## src/rtl/fproc_requester.sv

```systemverilog
// Core-side initiator: one request -> one-cycle enable to responder, waits for ready or timeout, returns data.
// Latency: enable 1 cycle after acceptance, resp_valid 1 cycle after fproc_ready (or timeout expiry).
// Backpressure: req_ready only in IDLE; the response is held until resp_ready. FPROC_REQ_STATS_EN adds counters.
module fproc_requester #(
    parameter int ID_WIDTH       = 8,
    parameter int DATA_WIDTH     = 32,
    parameter int TIMEOUT_CYCLES = 64,
    localparam int CNT_WIDTH     = $clog2(TIMEOUT_CYCLES + 1)
) (
    input  logic                  clk,
    input  logic                  reset,
    input  logic                  req_valid,
    input  logic [ID_WIDTH-1:0]   req_id,
    output logic                  req_ready,
    output logic                  fproc_enable,
    output logic [ID_WIDTH-1:0]   fproc_id,
    input  logic                  fproc_ready,
    input  logic [DATA_WIDTH-1:0] fproc_data,
    output logic                  resp_valid,
    output logic [DATA_WIDTH-1:0] resp_data,
    output logic                  resp_timeout,
    input  logic                  resp_ready
`ifdef FPROC_REQ_STATS_EN
    ,
    output logic [15:0]           stat_ok_count,
    output logic [15:0]           stat_timeout_count
`endif
);

    typedef enum logic [1:0] {
        S_IDLE,
        S_ISSUE,
        S_WAIT,
        S_DONE
    } state_t;

    localparam logic [CNT_WIDTH-1:0] CNT_LAST = CNT_WIDTH'(TIMEOUT_CYCLES - 1);

    state_t                state_q, state_d;
    logic                  enable_d;
    logic [ID_WIDTH-1:0]   id_d;
    logic                  valid_d;
    logic [DATA_WIDTH-1:0] data_d;
    logic                  timeout_d;
    logic [CNT_WIDTH-1:0]  cnt_q, cnt_d;

    // Gated by reset so the core never sees ready while the block is held in reset.
    assign req_ready = (state_q == S_IDLE) & reset;

    always_ff @(posedge clk or negedge reset) begin
        if (!reset) begin
            state_q      <= S_IDLE;
            fproc_enable <= 1'b0;
            fproc_id     <= '0;
            resp_valid   <= 1'b0;
            resp_data    <= '0;
            resp_timeout <= 1'b0;
            cnt_q        <= '0;
        end else begin
            state_q      <= state_d;
            fproc_enable <= enable_d;
            fproc_id     <= id_d;
            resp_valid   <= valid_d;
            resp_data    <= data_d;
            resp_timeout <= timeout_d;
            cnt_q        <= cnt_d;
        end
    end

    always_comb begin
        state_d   = state_q;
        enable_d  = 1'b0;
        id_d      = fproc_id;
        valid_d   = resp_valid;
        data_d    = resp_data;
        timeout_d = resp_timeout;
        cnt_d     = cnt_q;
        case (state_q)
            S_IDLE: begin
                if (req_valid) begin
                    id_d     = req_id;
                    enable_d = 1'b1;
                    state_d  = S_ISSUE;
                end
            end
            S_ISSUE: begin
                cnt_d   = '0;
                state_d = S_WAIT;
            end
            S_WAIT: begin
                // A ready on the expiry edge still delivers real data.
                if (fproc_ready) begin
                    data_d    = fproc_data;
                    timeout_d = 1'b0;
                    valid_d   = 1'b1;
                    state_d   = S_DONE;
                end else if (cnt_q == CNT_LAST) begin
                    data_d    = '0;
                    timeout_d = 1'b1;
                    valid_d   = 1'b1;
                    state_d   = S_DONE;
                end else begin
                    cnt_d = cnt_q + CNT_WIDTH'(1);
                end
            end
            S_DONE: begin
                if (resp_ready) begin
                    valid_d = 1'b0;
                    state_d = S_IDLE;
                end
            end
            default: state_d = S_IDLE;
        endcase
    end

`ifdef FPROC_REQ_STATS_EN
    logic ok_inc;
    logic to_inc;

    assign ok_inc = (state_q == S_WAIT) & fproc_ready;
    assign to_inc = (state_q == S_WAIT) & ~fproc_ready & (cnt_q == CNT_LAST);

    always_ff @(posedge clk or negedge reset) begin
        if (!reset) begin
            stat_ok_count      <= '0;
            stat_timeout_count <= '0;
        end else begin
            if (ok_inc && (stat_ok_count != 16'hFFFF))
                stat_ok_count <= stat_ok_count + 16'd1;
            if (to_inc && (stat_timeout_count != 16'hFFFF))
                stat_timeout_count <= stat_timeout_count + 16'd1;
        end
    end
`endif

endmodule

```

## config.mk

```make
export PLATFORM = sky130hd
export DESIGN_NAME = fproc_requester
export DESIGN_NICKNAME = d
export VERILOG_FILES = /design/src/rtl/fproc_requester.sv
export SDC_FILE = /design/constraint.sdc
export NUM_CORES = 1
export LEC_CHECK = 0
export CORE_ASPECT_RATIO = 0.75
export CORE_MARGIN = 8
export CORE_UTILIZATION = 45
export DETAILED_ROUTE_END_ITERATION = 8
export PLACE_DENSITY = 0.8
export SYNTH_ARGS = -nofsm -noshare
export SYNTH_HDL_FRONTEND = slang
export SYNTH_SLANG_ARGS = --single-unit
```

## constraint.sdc

```tcl
create_clock -name clk -period 3.3 [get_ports clk]
set_clock_uncertainty 0.2 [all_clocks]
set_input_delay 0.99 -clock clk [delete_from_list [all_inputs] [get_ports clk]]
set_output_delay 0.99 -clock clk [all_outputs]
set_load 0.05 [all_outputs]
```

==> results of run 1 <==
==> kinds of logic (layout without fill, tap and decap cells) <==
logic type	after synthesis	after routing	share of synthesized area (%)
simple gates	61	61	15.8
flops	52	52	51.4
compound gates	59	59	20.8
mux	8	8	3.56
fa+ha+maj	6	6	2.97
buf+inv	21	109	5.44
==> path summary, 6_finish.rpt <==
kind	start	to	slack [ns]	cells after the start
max	resp_data[6]	resp_data[6]	0.57	1
min	fproc_id[1]	fproc_id[1]	0.31	1
max reg2reg	state_q[0]	resp_data[0]	1.11	7
min reg2reg	fproc_id[1]	fproc_id[1]	0.31	1
max in group asynchronous	reset	resp_data[1]	1.83	2
min in group asynchronous	reset	cnt_q[0]	0.63	2
==> registers in the layout, summed over array words and instances (netlist names) <==
name,count
resp_data,32
fproc_id,8
cnt_q,7
state_q,2
fproc_enable,1
resp_timeout,1
resp_valid,1
==> power by group through the flow <==
stage	clock network, uW	logic [uW]	registers, uW
after floorplan	0	689	1780
after global placement	0	2070	1050
after detailed placement	0	2110	1050
after CTS	437	2110	1050
after global routing	459	2220	1090
final	428	2090	1050
==> cells in the mapped netlist (all sizes together), types with 2 or more instances <==
cell and count:
ha 6, buf 13, and2b 9, and3 4
o21ai 3, mux2 8, a41oi 2, clkbuf 2
a221o 32, o211ai 3, nor2b 28, nor2 2
nand2 5, a31oi 4, o22ai 2, dfrtp 52
and4b 2, a21oi 5, nand3 2, a211oi 2
inv 6
==> final cells by class <==
type                    count  area [sq um]  area share, %
multi-input cells         134          1090           30.7
inverters                   6          22.5          0.632
clock inverters             3          42.5           1.19
clock buffers               5          68.8           1.93
flip-flops and latches     52          1300           36.5
repair buffers             95           938           26.4
well taps                  75          93.8           2.64
==> metal layers <==
layer	GRT usage (%)	vias up	part of all wire (%)
li1	-	957	-
met1	21.5	947	48
met2	23.0	77	42
met3	4.78	8	8.6
met4	5.26	0	1.2
met5	0	-	0
==> stage by stage <==
step           setup slack [ns]  area [sq um]
3_3_place_gp              0.603          3450
5_1_grt                   0.507          3560
4_1_cts                   0.548          3560
6_report                  0.571          3560
3_5_place_dp              0.534          3450
2_1_floorplan             0.708          2530
==> flow_summary.ini, run 1 <==
[sta]
drv_slew = 0
period_share_pct = 82.7
hold_viol = 0
setup_viol = 0
min_period_ns = 2.73
hold-worst-slack_ns = 0.310
fmax_mhz = 366
grt_setup_unrepaired = false
maxSlewHeadroom_pct = 57.6
finalSetupTns_ns = 0
tightest_slew_ns = 0.636

[route]
ant_nets = 0
drc = 0
wl_per_cell_um = 17.3
routed_wl_mm = 6.41
routed-via-count = 1989
vias_per_cell = 5.38
drtPass1Iterations = 4
drt_iter0_markers = 113

[layout]
n_fill_cell = 421
final_util_pct = 66.2
syn2layout_area_growth_pct = 40.8
diodes = 0
most-common-layout-cells = 86 x clkdlybuf4s50_1, 52 x dfrtp_1, 29 x a221o_1
finalNonFillerCells = 370
layout_commonest_cell = clkdlybuf4s50_1
drive_above_1_share_pct = 12.2
nets = 345

[critical_path]
cp_max_fo = 3
critPathMaxStageDelay_ns = 0.84
critical-path-top-delay-family = buffers and inverters
slowest_stage = clkdlybuf4s50_1
worstSetupEndpointType = primary output
path_buf_inv = 1
crit_path_start_kind = flip-flop
worstPathCellList = clkdlybuf4s50_1
criticalPathCategory = flip-flop to primary output
cp.required_ns = 2.11
critPathArrivalTime_ns = 1.54

[place]
dp_cells = 362
portBuffers = 88
place_congestion = 0.874
hpwl_mm = 4.67

[floorplan]
io_pins = 89
core_sq_um = 5380
dieHeight_um = 80.9
die_x_um = 103
rows = 23
start_util_pct = 47.0
dieArea_sq_um = 8300

[synthesis]
synth_top_area_share_pct = 51.4
ys_seq_elements = 52
yosysUniqueCellTypes = 43
synth_edf_count = 0
synth_top_cells_by_area = dfrtp_1 51%, a221o_1 11%, nor2b_1 6.9%
syn_area_per_cell_sq_um = 12.2
syn_inst = 207
synth_warnings = 0
synth_top_area_cell = dfrtp_1
async_flop_share_pct = 100
synth_ff_type = dfrtp_1
synthesis.nets = 258
ys_seq_area_share_pct = 51.4
syn_area_sq_um = 2530

[clock_tree]
ctsResizeCount = 0
postCtsHoldBufs = 0
clkSinkCount = 52
numCtsBuffers = 5
h-tree-depth = 2
postCtsSetupBuffers = 0
clk_latency_ns = 0.30
clk_pin_slew_ns = 0.09
clockBufferDepth = 2
cts_tree = done
cts_root_buffer = clkbuf_8

[global_route]
grt_usage_pct = 15.7
antenna_found_initial = 0
grt_pass1_vias = 1971
grt_pass1_wl_mm = 10.2
overflow = 0
grt_start_max_net_pins = 53

[power]
p_sw_share_pct = 45.9
p_seq_share_pct = 29.5
pwr-share-clk_pct = 12.0
leakage_uw = 0.00143
p_int_uw = 1930
switchingPower_uw = 1640
p_comb_share_pct = 58.6
vdd_drop_max_mv = 0.577
cellPowerDensity_nw_per_um2 = 1000
power.total_uw = 3570

[min_path]
hp-class = flip-flop to flip-flop

[flow_run]
cap_violations = 0

[outcome]
status = completed
Note: power is estimated with default switching activity, not from simulation.
==> inputs of run 2 (changes only) <==
--- a/config.mk
+++ b/config.mk
@@ -7,9 +7,9 @@
 export LEC_CHECK = 0
 export CORE_ASPECT_RATIO = 0.75
 export CORE_MARGIN = 8
-export CORE_UTILIZATION = 45
+export CORE_UTILIZATION = 41
 export DETAILED_ROUTE_END_ITERATION = 8
-export PLACE_DENSITY = 0.8
+export PLACE_DENSITY = 0.77
 export SYNTH_ARGS = -nofsm -noshare
 export SYNTH_HDL_FRONTEND = slang
 export SYNTH_SLANG_ARGS = --single-unit
==> constraint.sdc (replaced) <==
create_clock -name clk -period 2.5 [get_ports clk]
set_clock_uncertainty 0.2 [all_clocks]
set_input_delay 0.75 -clock clk [delete_from_list [all_inputs] [get_ports clk]]
set_output_delay 0.75 -clock clk [all_outputs]
set_load 0.05 [all_outputs]
==> run 2 against run 1 <==
Non-clock buffer count unchanged. Sequential power grew 31%. Die area increased by 8.0%. Global-route usage fell by 0.96 points. Clock power is 14% higher. First-iteration DRC count is 8.0% lower. Final area decreased by 0.21%. Hold slack worse by 0.0011 ns. Largest cell class unchanged. Largest power group unchanged.
==> flow_summary.ini, run 2 (same netlist as run 1, synthesis figures left out) <==
[outcome]
status = completed

[route]
ant_nets = 0
wl_per_cell_um = 17.9
drt_iter0_markers = 104
routed_wl_mm = 6.68
vias_per_cell = 5.41
drtPass1Iterations = 5
drc = 0
routed-via-count = 2022

[place]
place_congestion = 0.826
placed_cell_area_sq_um = 3420
portBuffers = 88
dp_slack_ns = -0.0916
dp_cells = 365
hpwl_mm = 4.71

[layout]
ff_latch_area_sq_um = 1300
multi_input_area_sq_um = 1100
finalNonFillerCells = 374
largest_register_ffs = 32
reg_top3 = resp_data x32, fproc_id x8, cnt_q x7
final_util_pct = 60.4
syn2layout_area_growth_pct = 40.5
drive_above_1_share_pct = 16.2
layout_commonest_cell = clkdlybuf4s50_1
n_fill_cell = 503
top_register = resp_data
diodes = 0
fin_area_sq_um = 3550
nets = 346
most-common-layout-cells = 63 x clkdlybuf4s50_1, 52 x dfrtp_1, 29 x a221o_1

[power]
switchingPower_uw = 2160
p_seq_share_pct = 29.9
p_int_uw = 2450
p_comb_share_pct = 59.4
pwr-share-clk_pct = 10.6
vdd_drop_max_mv = 0.569
p_sw_share_pct = 46.9
cellPowerDensity_nw_per_um2 = 1300
leakage_uw = 0.00148

[floorplan]
rows = 24
dieHeight_um = 84.0
io_pins = 89
core_sq_um = 5890
start_util_pct = 43.0
dieArea_sq_um = 8970
die_x_um = 107

[sta]
fmax_mhz = 409
grt_setup_unrepaired = false
tightest_slew_ns = 0.830
min_period_ns = 2.45
drv_slew = 0
hold_viol = 0
period_share_pct = 97.9
setup_viol = 0
maxSlewHeadroom_pct = 44.7
timing.final.ws_setup_ns = 0.0522

[clock_tree]
clkSinkCount = 52
h-tree-depth = 2
cts_root_buffer = clkbuf_8
clockBufferDepth = 2
cts_tree = done
clk_pin_slew_ns = 0.09
postCtsSetupBuffers = 0
clk_latency_ns = 0.30
numCtsBuffers = 5

[global_route]
grt_start_max_net_pins = 53
overflow = 0
grt_pass1_wl_mm = 10.7
antenna_found_initial = 0
grt_pass1_vias = 2096
grt_usage_pct = 14.7

[critical_path]
critical-path-top-delay-family = buffers and inverters
critPathMaxStageDelay_ns = 0.82
worstPathCellList = clkdlybuf4s50_1
worstSetupEndpointType = primary output
slowest_stage = clkdlybuf4s50_1
ff2ff_setup_slack_ns = 0.21
critPathArrivalTime_ns = 1.50
path_buf_inv = 1
crit_path_start_kind = flip-flop
cp.required_ns = 1.55
criticalPathCategory = flip-flop to primary output
cp_max_fo = 3

[min_path]
hp-class = flip-flop to flip-flop

[flow_run]
cap_violations = 0
## run 2: changes by cell type in the layout (fill, tap and decap cells not counted), sizes merged
cell	previous run	this run
clkdlybuf4s50	86	63
buf	9	21
dlymetal6s2s	0	11
clkbuf	5	7
a21oi	5	6
bufinv	1	0
clkinv	1	0
## run 2: cell type report
type,instances,area share (%)
multi-input combinational,135,31.0
clock inverter,1,0.211
clock buffer,7,2.43
timing repair buffer,95,26.3
sequential,52,36.6
inverter,6,0.634
tap,78,2.75
## run 2: path summary, 6_finish.rpt
path / from / end / cells past startpoint
max in group asynchronous: reset / resp_data[1] / 2
hold reg to reg: resp_timeout / resp_timeout / 2
hold / removal: resp_timeout / resp_timeout / 2
setup / recovery: resp_data[2] / resp_data[2] / 1
setup reg to reg: cnt_q[0] / resp_data[26] / 4
min in group asynchronous: reset / resp_data[30] / 2
## run 2: repair_timing
item | 4_1_cts | 5_1_grt
resized for setup | 0 | 11
endpoints found under the setup margin | 0 | 15
hold buffers | 0 | 0
## run 2: routing by layer
layer  GRT usage, %  routed length [um]  vias to the layer above
met1           20.7                3300                      969
met5              0                   0                        -
met3           5.79                 497                        7
met4           3.82                  66                        0
li1               -                   -                      962
met2           20.1                2820                       84
## run 2: metrics by stage
stage	total power (uW)	TNS, ns	hold WS, ns
3_3_place_gp	4110	-0.898	0.288
2_1_floorplan	3260	0	0.254
3_5_place_dp	4170	-1.80	0.294
6_report	4610	0	0.308
4_1_cts	4680	0	0.313
5_1_grt	4920	0	0.338
## run 2: power groups by stage
stage          Combinational (uW)  Clock, uW  Sequential [uW]
6_report                     2740        490             1380
5_1_grt                      2950        546             1430
4_1_cts                      2780        518             1380
3_5_place_dp                 2780          0             1380
3_3_place_gp                 2720          0             1390
2_1_floorplan                 909          0             2350
==> inputs of run 3 (changes only) <==
--- a/config.mk
+++ b/config.mk
@@ -5,11 +5,14 @@
 export SDC_FILE = /design/constraint.sdc
 export NUM_CORES = 1
 export LEC_CHECK = 0
+export CAP_MARGIN = 20
 export CORE_ASPECT_RATIO = 0.75
 export CORE_MARGIN = 8
 export CORE_UTILIZATION = 41
 export DETAILED_ROUTE_END_ITERATION = 8
+export HOLD_SLACK_MARGIN = 0.12
 export PLACE_DENSITY = 0.77
 export SYNTH_ARGS = -nofsm -noshare
 export SYNTH_HDL_FRONTEND = slang
 export SYNTH_SLANG_ARGS = --single-unit
+export TNS_END_PERCENT = 30
==> results of run 3 <==
The final DEF is identical to that of run 2; final timing and power are the same.
